`config.mk`:
```
export PLATFORM = sky130hd
export DESIGN_NAME = imem_prog_buf
export DESIGN_NICKNAME = d
export VERILOG_FILES = /design/src/rtl/imem_prog_buf.sv
export SDC_FILE = /design/constraint.sdc
export NUM_CORES = 1
export LEC_CHECK = 0
export ABC_AREA = 0
export BUFFER_PORTS_ARGS = -buffer_cell sky130_fd_sc_hd__buf_2
export CORE_MARGIN = 2
export CORE_UTILIZATION = 65
export DETAILED_ROUTE_END_ITERATION = 10
export PLACE_DENSITY_LB_ADDON = 0.25
export REMOVE_ABC_BUFFERS = 1
export SYNTH_ARGS = -nofsm -noshare
export SYNTH_HDL_FRONTEND = slang
export SYNTH_SLANG_ARGS = --single-unit
```
`constraint.sdc`:
```
create_clock -name clock -period 2.5 [get_ports clock]
set_clock_uncertainty 0.15 [all_clocks]
set_input_delay 0.25 -clock clock [delete_from_list [all_inputs] [get_ports clock]]
set_output_delay 0.25 -clock clock [all_outputs]
set_load 0.01 [all_outputs]
```
`src/rtl/imem_prog_buf.sv`:
```
// Program buffer: NUM_INST x XLEN array, one write port, one registered read port.
// Contents are deliberately not reset so a program survives a harness reset.
module imem_prog_buf #(
    parameter int XLEN     = 32,
    parameter int NUM_INST = 8,
    parameter int AW       = $clog2(NUM_INST)
) (
    input  logic            clock,
    input  logic            reset_n,
    input  logic            we,
    input  logic [AW-1:0]   wr_addr,
    input  logic [XLEN-1:0] wr_data,
    input  logic            rd_en,
    input  logic            rd_clr,
    input  logic [AW-1:0]   rd_addr,
    output logic [XLEN-1:0] rd_data
);

    logic [XLEN-1:0] mem_r [NUM_INST];
    logic [XLEN-1:0] rd_data_r;

    // Storage write port.
    always_ff @(posedge clock) begin
        if (we) begin
            mem_r[wr_addr] <= wr_data;
        end
    end

    // Read register: cleared when not serving, holds when a read is suppressed (stall).
    always_ff @(posedge clock or negedge reset_n) begin
        if (!reset_n) begin
            rd_data_r <= '0;
        end else if (rd_clr) begin
            rd_data_r <= '0;
        end else if (rd_en) begin
            rd_data_r <= mem_r[rd_addr];
        end
    end

    assign rd_data = rd_data_r;

endmodule

```
==> results of run 1 <==
[sequential cells by signal, summed over array words and instances (netlist names)]
name / flops
mem_r: 256
rd_data: 32
[layout make-up]
| type | instances | area (µm²) |
|---|---|---|
| clock buffer | 37 | 816 |
| clock inverter | 15 | 260 |
| fill | 924 | 3680 |
| multi-input combinational | 242 | 2670 |
| sequential | 288 | 8490 |
| tap | 225 | 282 |
| timing repair buffer | 130 | 976 |
[placed cells by master (no fill, tap or decap), types with 3 or more instances in the layout]
master | Yosys | final
sky130_fd_sc_hd__clkinv_2 | 0 | 5
sky130_fd_sc_hd__nor2_4 | 0 | 7
sky130_fd_sc_hd__bufinv_16 | 0 | 7
sky130_fd_sc_hd__buf_4 | 1 | 16
sky130_fd_sc_hd__nand2b_1 | 5 | 3
sky130_fd_sc_hd__o22ai_2 | 8 | 8
sky130_fd_sc_hd__clkbuf_8 | 0 | 6
sky130_fd_sc_hd__mux4_2 | 32 | 32
sky130_fd_sc_hd__dlygate4sd3_1 | 0 | 33
sky130_fd_sc_hd__nand2_1 | 35 | 35
sky130_fd_sc_hd__nor2_2 | 26 | 26
sky130_fd_sc_hd__clkbuf_16 | 0 | 29
sky130_fd_sc_hd__mux2_1 | 8 | 8
sky130_fd_sc_hd__dfrtp_1 | 32 | 32
sky130_fd_sc_hd__buf_2 | 10 | 73
sky130_fd_sc_hd__mux2_2 | 24 | 24
sky130_fd_sc_hd__o31ai_2 | 31 | 31
sky130_fd_sc_hd__o22ai_1 | 23 | 23
sky130_fd_sc_hd__nor2_1 | 12 | 5
sky130_fd_sc_hd__mux2_4 | 31 | 31
sky130_fd_sc_hd__edfxtp_1 | 256 | 256
sky130_fd_sc_hd__buf_12 | 6 | 8
[worst min path at each step]
stage | from | end | slack (ns) | depth (start not counted)
after detailed placement | reset_n | rd_data[10] | 0.30 | 1
final | rd_addr[2] | rd_data[11] | 0.07 | 3
after CTS | rd_addr[2] | rd_data[21] | 0.06 | 3
after floorplan | reset_n | rd_data[0] | -0.20 | 0
after global placement | reset_n | rd_data[10] | 0.31 | 1
after global routing | rd_addr[2] | rd_data[21] | 0.07 | 3
[metal layers]
layer,up-vias,wire length (µm)
met5,-,0
met4,0,527
met3,48,1540
met2,227,12000
met1,2969,9300
li1,2507,-
[synth_stat cells (all sizes together) (2+ instances only)]
library cell / n
dfrtp: 32
nor2b: 2
edfxtp: 256
mux4: 32
buf: 21
o31ai: 31
o22ai: 31
nor3: 2
clkbuf: 10
nor2: 38
mux2: 63
nand2b: 5
nand2: 35
[cell families (layout without fill, tap and decap cells)]
group / count (synthesis) / in the layout / share of synthesized area, %
flip-flops: 288 / 288 / 74.8
buffers and inverters: 31 / 182 / 2.26
AND/OR/NAND/NOR: 83 / 83 / 3.53
AO/OA/AOI/OAI: 64 / 64 / 5.80
multiplexers: 95 / 95 / 13.6
[power groups by stage]
stage	Combinational (mW)	Clock, mW	Sequential [mW]
2_1_floorplan	0.331	0	5.59
3_3_place_gp	0.659	0	5.57
3_5_place_dp	0.684	0	5.58
4_1_cts	0.734	4.80	5.49
5_1_grt	0.780	5.00	5.50
6_report	0.729	4.76	5.49
[stage by stage]
stage | cells | cell area, µm² | hold WS (ns) | power [mW] | util, %
finish | 937 | 13500 | 0.0670 | 11.0 | 78.6
global route | 937 | 13500 | 0.0671 | 11.3 | 78.6
CTS | 937 | 13500 | 0.0552 | 11.0 | 78.6
detailed placement | 852 | 12100 | 0.303 | 6.27 | 70.4
global placement | 852 | 12100 | 0.310 | 6.23 | 70.4
floorplan | 530 | 11100 | -0.196 | 5.92 | -
==> results list, run 1 <==
- Status: finished, final reports clean
* Buffer count from post-CTS setup fixing: 0
- At the pin with the least slew margin, the transition time is 0.977 ns.
- The wire-length estimate of the detail-placed layout is 12300 µm.
- Global routing finished with a remaining overflow of 0.
- Count of cell instances traversed by the critical path: 1
- All-Layer GR Usage: 26.2%
- Clock tree from TritonCTS: built
- The final number of max-transition violations came to 0.
* Number of register bits inferred by synthesis: 288
* Post-synth EDFFs: 256
- During synthesis, Yosys emitted a total of 0 warnings.
- Data required time of the critical path: 2.10 ns
- The worst setup path is launched from a flop.
- The core region is 17200 µm².
* Top post-synthesis cells by area: sky130_fd_sc_hd__edfxtp_1 (68%), sky130_fd_sc_hd__dfrtp_1 (7.1%), sky130_fd_sc_hd__mux4_2 (6.3%)
- Weighted congestion reported at the end of routability-driven placement: 0.744
* Largest voltage drop on the vdd net: 0.000731 V
* Resized cells post-CTS: 0
* Overall die height: 136 µm
- 75 I/O pins were placed.
- Final hold viol count: 0
- On the critical path the largest part of the delay comes from flip-flops.
- Maximum clock frequency: 661 MHz
- Hold-fix buffers, CTS: 33
- TritonCTS Buffers: 28
- Switching power of the nets: 2.21 mW
* Critical-path maximum fanout: 2
* Path type of the worst min-delay path: input port to flop
- After technology mapping, the gate count stands at 561.
- The number of buffers and inverters on the critical path is 1.
- Buffers placed on the I/O ports in this run total 74.
- Tmin final: 1.51 ns
* Area Growth Syn to Fin: 18.9%
- Entering global routing, the biggest net connects 33 pins.
- Cell internal power was estimated by the tool at 8.76 mW.
- Dividing total power by cell area gives a power density of 813 nW/µm².
* Die ar.: 18500 µm²
- For the final routed database, the setup TNS stands at 0 ns.
- GRT met2 Usage: 44.9%
* Critical Path Sink Type: output pin
- After clock tree synthesis, the clock-pin slew on the worst setup and hold paths is 0.07 ns.
* Ratio of routed vias to standard cells: 6.14
* Most used routing layer: met2
- Worst R2R Setup Slack: 1.01 ns
* Wire length per cell after detailed routing: 24.9 µm
- Capturing point of the worst reg2reg path: rd_data[30]
* Number of nets in the finished design: 733
- Counting cells, the worst reg-to-reg path comes to 3.
* # setup viols final: 0
- Summed over its instances, the top area cell type makes up 67.7% of the synthesized netlist area.
- Avg Inst Size Synth: 20.2 µm²
- In the routed design, unresolved DRC markers number 0.
* Leakage: 4.79 nW
* Fraction of layout instances using a drive strength above 1: 43.7%
- Post-synthesis cell type with the largest combined area: sky130_fd_sc_hd__edfxtp_1
- Sequential share of power: 50.0%
* Type of the worst setup path: flop to output pin
* Met3 routing resource usage after global routing: 4.51%
- After layout, the worst setup slack is 0.987 ns.
- Wirelength, routed: 23300 µm
- Post-placement worst setup slack: 0.551 ns
* Clock share of power: 43.4%
* Crit path capture: rd_data[11]
- After synthesis the cells add up to 11300 µm².
- Width of the die: 136 µm
- For this design, the sink count on the clock tree is 288.
- The startpoint identified for the worst register-to-register timing path is mem_r[7][30].
- Antenna violations before repair: 0
* Number of levels the H-tree was split into: 1
- The critical path starts at rd_data[11].
- In this design, the stage delay of the slowest critical-path cell is 0.42 ns.
- For this run, the register share of the synthesized area comes to 74.8%.
* Setup repair after global routing missed its margin: no
- Async set or reset register ratio after synthesis: 11.1%
- 0 antenna diodes ended up in the layout.
- The later pin in the worst-skew pair is clocked with a latency of 0.53 ns.
- Switching part of the total: 20.1%
- List of cells traversed by the critical path: buf_2
- Routed via count: 5751
* Worst path arrival time: 1.11 ns
- Global-route wire length before repair: 35200 µm
* Tightest slew margin relative to the limit: 34.9%
- Global routing consumed, on the met1 layer, 35.0% of the routing resources.
* Number of distinct library cells after synthesis: 25
* Clock Tree Buf Depth: 3
- Post-route ant nets: 0
* Comb power frac: 6.6%
* Worst-path cell with the longest stage delay: sky130_fd_sc_hd__dfrtp_1
* Predominant post-synthesis flop cell: sky130_fd_sc_hd__edfxtp_1
- The via count of the first global-routing pass came to 6115.
* Maximum Capacitance Violations: 0
- First-pass iteration count of the detailed router: 4
* Buffer cell driving the clock tree root: sky130_fd_sc_hd__clkbuf_16
- Initial core utilization: 66.1%
- Drt first-iter violations: 450
* Total number of placement rows: 48
- Dividing the final minimum period by the clock period gives 60.5%.
Power figures use the tool's default switching activity.
==> run 2: changes to the inputs <==
--- a/config.mk
+++ b/config.mk
@@ -8,7 +8,7 @@
 export ABC_AREA = 0
 export BUFFER_PORTS_ARGS = -buffer_cell sky130_fd_sc_hd__buf_2
 export CORE_MARGIN = 2
-export CORE_UTILIZATION = 65
+export CORE_UTILIZATION = 54
 export DETAILED_ROUTE_END_ITERATION = 10
 export PLACE_DENSITY_LB_ADDON = 0.25
 export REMOVE_ABC_BUFFERS = 1
==> constraint.sdc (replaced) <==
create_clock -name clock -period 1.3 [get_ports clock]
set_clock_uncertainty 0.15 [all_clocks]
set_input_delay 0.13 -clock clock [delete_from_list [all_inputs] [get_ports clock]]
set_output_delay 0.13 -clock clock [all_outputs]
set_load 0.01 [all_outputs]
==> results list, run 2 (same netlist as run 1, synthesis figures left out) <==
- Status: finished, violations left
* Failing checks: setup timing
* Global-route wire length before repair: 35300 µm (+0.16%)
- The worst slew margin relative to its limit is 75.7% (+41 points).
- Power per cell area: 1450 nW/µm² (+78%)
- The clock latency at the later pin of the worst-skew pair is 0.52 ns (about the same).
* All-Layer GR Usage: 21.3% (-4.9 points)
* TritonCTS Buffers: 27 (-3.6%)
- The pin slew with the least headroom to its limit was 0.364 ns (-0.612 ns).
* Routed via count: 5886 (+2.3%)
- Wire length per cell after detailed routing: 22.4 µm (-10%)
- The count of endpoints failing setup in the final report is 43 (+43).
- Critical-path maximum fanout: 2 (unchanged)
- The largest individual stage delay along the critical path comes from the cell sky130_fd_sc_hd__dfrtp_1.
- The sum of buffers and inverters on the critical path is 1 (unchanged).
- Count of cell instances traversed by the critical path: 1 (unchanged)
- Traced cell by cell, the critical path runs through buf_6.
- The total overflow reported by the global router was 0 (unchanged).
- The final number of max-transition violations is 0 (unchanged).
- The maximum root-to-sink buffer count is 3 (unchanged).
- Setup repair after global routing could not meet its margin everywhere.
- The flip-flop count of the largest register after layout is 256 (unchanged).
- The data required time at the worst endpoint is 1.02 ns (-1.08 ns).
* Clock tree from TritonCTS: built
- The worst setup path is launched from a flop.
- The number of violations of the max-capacitance limit came to 0 (unchanged).
- Total DRC errors in the routed layout: 0 (unchanged)
- Overall die height: 149 µm (+9.4%)
- The met3 usage was 2.91% (-1.6 points).
* Width of the die: 149 µm (+9.4%)
* Number of cells after detailed placement: 933 (+9.5%)
- The mean number of vias per cell came to 5.69 (-7.3%).
* I/O pins: 75 (unchanged)
* Initial core utilization: 54.5% (-12 points)
- Most common library cell in the layout ignoring fill and taps: sky130_fd_sc_hd__edfxtp_1
* Clk sinks: 288 (unchanged)
- Worst Reg2Reg Path Length in Cells: 3 (unchanged)
- Final hold viol count: 0 (unchanged)
* Worst R2R Setup Slack: -0.06 ns (-1.07 ns)
- The setup path with the least slack is of type flop to output pin.
* GRT met2 Usage: 35.9% (-9.0 points)
* Critical Path Sink Type: output pin
* Largest voltage drop on the vdd net: 0.000809 V (+11%)
- The via count of the first global-routing pass was 6054 (-1.0%).
- Wirelength, routed: 23200 µm (-0.75%)
- The diode insertion count for antenna repair is 0 (unchanged).
- Clock edge transition at the registers on the reported setup and hold paths: 0.06 ns (about the same)
- Most used routing layer: met2
* TNS Setup: -1.15 ns (-1.15 ns)
- The net total in the final layout was 783 (+6.8%).
* Origin of the critical flop-to-flop path: mem_r[2][16]
* Stage delay of the slowest cell on the critical path: 0.43 ns (about the same)
- The final design utilization came to 67.3% (-11 points).
* Weighted congestion reported at the end of routability-driven placement: 0.725 (-2.5%)
* Tmin final: 1.38 ns
* Path type of the worst min-delay path: input port to flop
* Post-route ant nets: 0 (unchanged)
- Delay-heaviest family, CP: flip-flops
- Based on the critical path, the design can be clocked at up to 726 MHz.
- Launching instance or port of the critical path: rd_data[5]
- Compared with the post-synthesis result, the final layout area differs by 23.4%.
- HPWL after detailed placement: 13500 µm (+9.5%)
- Die ar.: 22200 µm² (+20%)
- Post-placement worst setup slack: -0.334 ns (-0.885 ns)
* Post-route non-filler standard cell count: 1035 (+10%)
* Capturing point of the worst reg2reg path: rd_data[16]
- Leading cell types in the layout, fill and taps excluded: sky130_fd_sc_hd__edfxtp_1 (256), sky130_fd_sc_hd__buf_2 (68), sky130_fd_sc_hd__buf_4 (51)
* Leakage: 5.02 nW (+4.9%)
- The count of standard-cell rows is 53 (+10%).
- The routing usage on met1 is 29.8% (-5.1 points).
- Fraction of layout instances using a drive strength above 1: 46.4% (+2.8 points)
- Antenna violations before repair: 0 (unchanged)
* Final period util: 106%
- First-pass iteration count of the detailed router: 4 (unchanged)
- The number of DRC markers in iteration 0 was 386 (-14%).
* Buffer cell driving the clock tree root: sky130_fd_sc_hd__clkbuf_16
- Crit path capture: rd_data[5]
* Core area: 20800 µm² (+21%)
- Most flops, register: mem_r
- The arrival time at the worst endpoint came to 1.10 ns (about the same).
- Final hold slack: 0.0227 ns (-0.0443 ns)
* Worst Slack Setup Final: -0.0782 ns (-1.07 ns)
- Maximum number of pins on one net before global-route repair: 33 (unchanged)
- The number of input and output port buffers inserted came to 74 (unchanged).
- Number of levels the H-tree was split into: 1 (unchanged)
==> run 2: changes by cell type in the layout (fill, tap and decap cells not counted), sizes merged <==
cell / before / now
dlygate4sd3: 33 / 37
buf: 97 / 144
clkinvlp: 1 / 0
clkinv: 7 / 15
bufinv: 7 / 6
clkbuf: 37 / 28
==> run 2: power by group <==
group | internal, mW | switching (mW)
logic | 0.779 | 0.811
clock network | 4.95 | 3.21
registers | 10.4 | 0.112
total | 16.2 | 4.13
==> run 2: worst min path at each step <==
stage / startpoint / endpoint / slack, ns / cells past startpoint
2_1_floorplan: reset_n / rd_data[0] / -0.32 / 0
3_3_place_gp: reset_n / rd_data[24] / -0.02 / 2
3_5_place_dp: reset_n / rd_data[24] / -0.03 / 2
4_1_cts: wr_addr[1] / mem_r[0][27] / 0.01 / 3
5_1_grt: wr_addr[1] / mem_r[0][27] / 0.03 / 3
6_report: wr_addr[1] / mem_r[0][27] / 0.02 / 3
==> run 2: cell type report <==
type                       count  area, µm²
clock inverter                21        243
fill                        1352       6820
multi-input combinational    242       2700
sequential                   288       8490
tap                          275        344
clock buffer                  28        679
timing repair buffer         181       1550
==> run 2: tightest hold or removal path, cell delays in order <==
cell,delay [ns]
sky130_fd_sc_hd__buf_2,0.14
sky130_fd_sc_hd__nor3_2,0.07
sky130_fd_sc_hd__buf_12,0.17
==> run 2: through the flow <==
step	area, µm²	power (mW)
2_1_floorplan	11100	11.4
3_3_place_gp	12500	12.1
3_5_place_dp	12500	12.2
4_1_cts	13900	20.4
5_1_grt	14000	20.9
6_report	14000	20.3
==> run 2: routing by layer <==
layer	share of wire, %	wire, µm	vias to the layer above
met1	43	9890	3079
met3	4.7	1090	40
met5	0	0	-
met2	51	11800	167
li1	-	-	2600
met4	1.8	407	0
==> run 2: repair_timing <==
item                       in CTS  in global routing
pin swaps                       2                  0
gates resized for setup         7                  8
hold buffers                   37                  0
hold endpoints to repair      318                  0
buffers inserted                9                  7
setup endpoints to repair      49                 64
==> run 3: changes to the inputs <==
--- a/config.mk
+++ b/config.mk
@@ -6,7 +6,7 @@
 export NUM_CORES = 1
 export LEC_CHECK = 0
 export ABC_AREA = 0
-export BUFFER_PORTS_ARGS = -buffer_cell sky130_fd_sc_hd__buf_2
+export BUFFER_PORTS_ARGS = -buffer_cell sky130_fd_sc_hd__buf_4
 export CORE_MARGIN = 2
 export CORE_UTILIZATION = 54
 export DETAILED_ROUTE_END_ITERATION = 10
==> results list, run 3 (same netlist as run 1, synthesis figures left out) <==
- The clock latency at the later pin of the worst-skew pair came to 0.53 ns (about the same).
* Multi-input gate area in the final layout: 2690 µm² (-0.37%)
- Largest voltage drop on the vdd net: 0.000877 V (+8.5%)
* Type of the worst setup path: flop to output pin
- Total area of sequential cells: 8490 µm² (unchanged)
- Final hold slack: -0.00590 ns (-0.0286 ns)
- Delay-heaviest family, CP: flip-flops
* Total DRC errors in the routed layout: 0 (unchanged)
- Max FFs per register: 256 (unchanged)
- The die area is 22200 µm² (unchanged).
* Leading cell types in the layout, fill and taps excluded: sky130_fd_sc_hd__edfxtp_1 (256), sky130_fd_sc_hd__buf_4 (88), sky130_fd_sc_hd__dlygate4sd3_1 (38)
- List of cells traversed by the critical path: buf_6
* Clock Tree Buf Depth: 3 (unchanged)
* Tightest slew margin relative to the limit: 63.9% (-12 points)
* FILL cells: 1320 (-2.4%)
- The clock buffer count from CTS came to 27 (unchanged).
- Wirelength, routed: 23100 µm (-0.21%)
- Maximum Capacitance Violations: 0 (unchanged)
- Critical Path Sink Type: output pin
- Weighted congestion reported at the end of routability-driven placement: 0.734 (+1.3%)
* Worst path arrival time: 1.10 ns (about the same)
- The die span in y was 149 µm (unchanged).
- Placed inst area: 12700 µm² (+1.2%)
- The remaining antenna violation count was 0 (unchanged).
- Setup repair after global routing missed its margin: yes
- Worst Slack Setup Final: -0.0764 ns (+0.00185 ns)
- The initial standard-cell utilization of the core came to 54.5% (unchanged).
* Overall power: 20.5 mW (+1.0%)
* Maximum clock frequency: 727 MHz (+0.13%)
- The data required time at the worst endpoint was 1.02 ns (about the same).
* CP Buf/Inv Count: 1 (unchanged)
- The count of placed standard cells including taps is 929 (-0.43%).
- The root buffer cell chosen for the clock tree is sky130_fd_sc_hd__clkbuf_16.
- The power density over the cells is 1440 nW/µm² (-0.81%).
- Stage delay of the slowest cell on the critical path: 0.43 ns (about the same)
- Worst-path cell with the longest stage delay: sky130_fd_sc_hd__dfrtp_1
- The share of cells above drive strength 1 is 46.6% (+0.18 points).
- Area Growth Syn to Fin: 25.7%
* Clock tree from TritonCTS: built
* Leakage: 5.08 nW (+1.2%)
- Status: finished, violations left
* Most flops, register: mem_r
- The net total in the final layout is 780 (-0.38%).
- The detailed-routing iteration count for the pre-antenna-repair pass came to 4 (unchanged).
- Failing checks: hold timing, setup timing
* Routed via count: 5861 (-0.42%)
- The number of DRC markers in iteration 0 was 418 (+8.3%).
* IO Port Bufs: 74 (unchanged)
- Total number of placement rows: 53 (unchanged)
- The first-pass GRT wire length came to 35200 µm (-0.27%).
- The placed wire-length estimate after detailed placement came to 13500 µm (about the same).
* Final period util: 106% (-0.14 points)
- Vias in the first global route: 6086 (+0.53%)
* Path type of the worst min-delay path: input port to flop
- Ratio of routed vias to standard cells: 5.68 (-0.14%)
* Total congestion overflow after global routing: 0 (unchanged)
* Category of the worst setup path launch point: flop
* Core area: 20800 µm² (unchanged)
- Tmin final: 1.38 ns (-0.00185 ns)
* Critical-path maximum fanout: 2 (unchanged)
* TNS Setup: -1.20 ns (-0.0546 ns)
- Wire length per cell after detailed routing: 22.4 µm (about the same)
* Count of pins over their slew limit: 0 (unchanged)
- All-Layer GR Usage: 21.3% (about the same)
* Clk sinks: 288 (unchanged)
* # setup viols final: 40 (-7.0%)
- Count of antenna diodes in the layout: 0 (unchanged)
- The pin slew with the least headroom to its limit came to 0.542 ns (+0.178 ns).
- The number of antenna violations at the first check in global routing came to 0 (unchanged).
* Total non-filler cell area in the finished layout: 14300 µm² (+1.8%)
- The clock input transition at the sequential cells of the worst setup and hold paths was 0.06 ns (about the same).
- I/O pins: 75 (unchanged)
- Width of the die: 149 µm (unchanged)
* Maximum number of pins on one net before global-route repair: 33 (unchanged)
- The count of placed standard cells in the final layout, fillers left out came to 1032 (-0.29%).
* Most common library cell in the layout ignoring fill and taps: sky130_fd_sc_hd__edfxtp_1
* Final hold viol count: 8 (+8)
- Number of levels the H-tree was split into: 1 (unchanged)
run 3: cell types whose count changed in the layout (fill, tap and decap cells not counted):
cell | before | now
sky130_fd_sc_hd__buf_2 | 68 | 0
sky130_fd_sc_hd__clkinv_1 | 10 | 3
sky130_fd_sc_hd__buf_4 | 51 | 88
sky130_fd_sc_hd__dlygate4sd3_1 | 37 | 38
sky130_fd_sc_hd__buf_6 | 5 | 32
sky130_fd_sc_hd__clkbuf_8 | 0 | 1
sky130_fd_sc_hd__clkbuf_1 | 1 | 4
sky130_fd_sc_hd__nor2_4 | 9 | 7
sky130_fd_sc_hd__clkinv_2 | 5 | 8
sky130_fd_sc_hd__nor2_2 | 29 | 31
run 3: tightest hold or removal path: cells and delay by family:
kind	cells	cell delay [ns]
AND/OR/NAND/NOR	1	0.05
buffers and inverters	2	0.29
run 3: worst paths after layout:
| path | slack (ns) | end | from | cells past startpoint |
|---|---|---|---|---|
| max reg2reg | -0.06 | rd_data[14] | mem_r[0][14] | 3 |
| max in group asynchronous | 0.09 | rd_data[20] | reset_n | 3 |
| min reg2reg | 0.37 | rd_data[20] | rd_data[20] | 2 |
| min | -0.006 | mem_r[0][25] | wr_addr[0] | 3 |
| min in group asynchronous | 0.53 | rd_data[9] | reset_n | 3 |
| max | -0.08 | rd_data[1] | rd_data[1] | 1 |
run 3: where the power goes:
part | leakage, nW | internal [mW] | switching (mW) | total (mW)
Sequential | 2.75 | 10.4 | 0.126 | 10.6
Combinational | 1.87 | 0.883 | 0.812 | 1.70
Clock | 0.465 | 5.04 | 3.20 | 8.24
Total | 5.08 | 16.4 | 4.13 | 20.5
run 3: cell type report:
type	count	area share, %
clock inverters	17	1.62
flip-flops and latches	288	59.5
multi-input cells	242	18.9
clock buffers	32	4.94
repair buffers	178	12.6
well taps	275	2.41
run 3: metrics by stage:
| stage | util, % | hold WS, ns | worst slack (ns) |
|---|---|---|---|
| after floorplan | - | -0.316 | -1.83 |
| after global placement | 60.9 | -0.00428 | -0.309 |
| after detailed placement | 60.9 | 0.00207 | -0.341 |
| after CTS | 68.2 | -0.0120 | -0.0985 |
| after global routing | 68.5 | 0.00389 | -0.104 |
| final | 68.5 | -0.00590 | -0.0764 |
run 3: what timing repair did:
item,CTS,global route
hold buffers,38,0
buffers inserted,10,6
endpoints found under the hold margin,361,0
resized for setup,36,4
pin swaps,1,0
endpoints found under the setup margin,44,63
run 3: metal layers:
metal | vias up | wire [µm] | part of all wire (%) | track usage, %
met5 | - | 0 | 0 | 0
met1 | 3058 | 9690 | 42 | 29.1
li1 | 2589 | - | - | -
met4 | 0 | 463 | 2.0 | 6.86
met3 | 39 | 1060 | 4.6 | 3.06
met2 | 175 | 11900 | 52 | 36.0
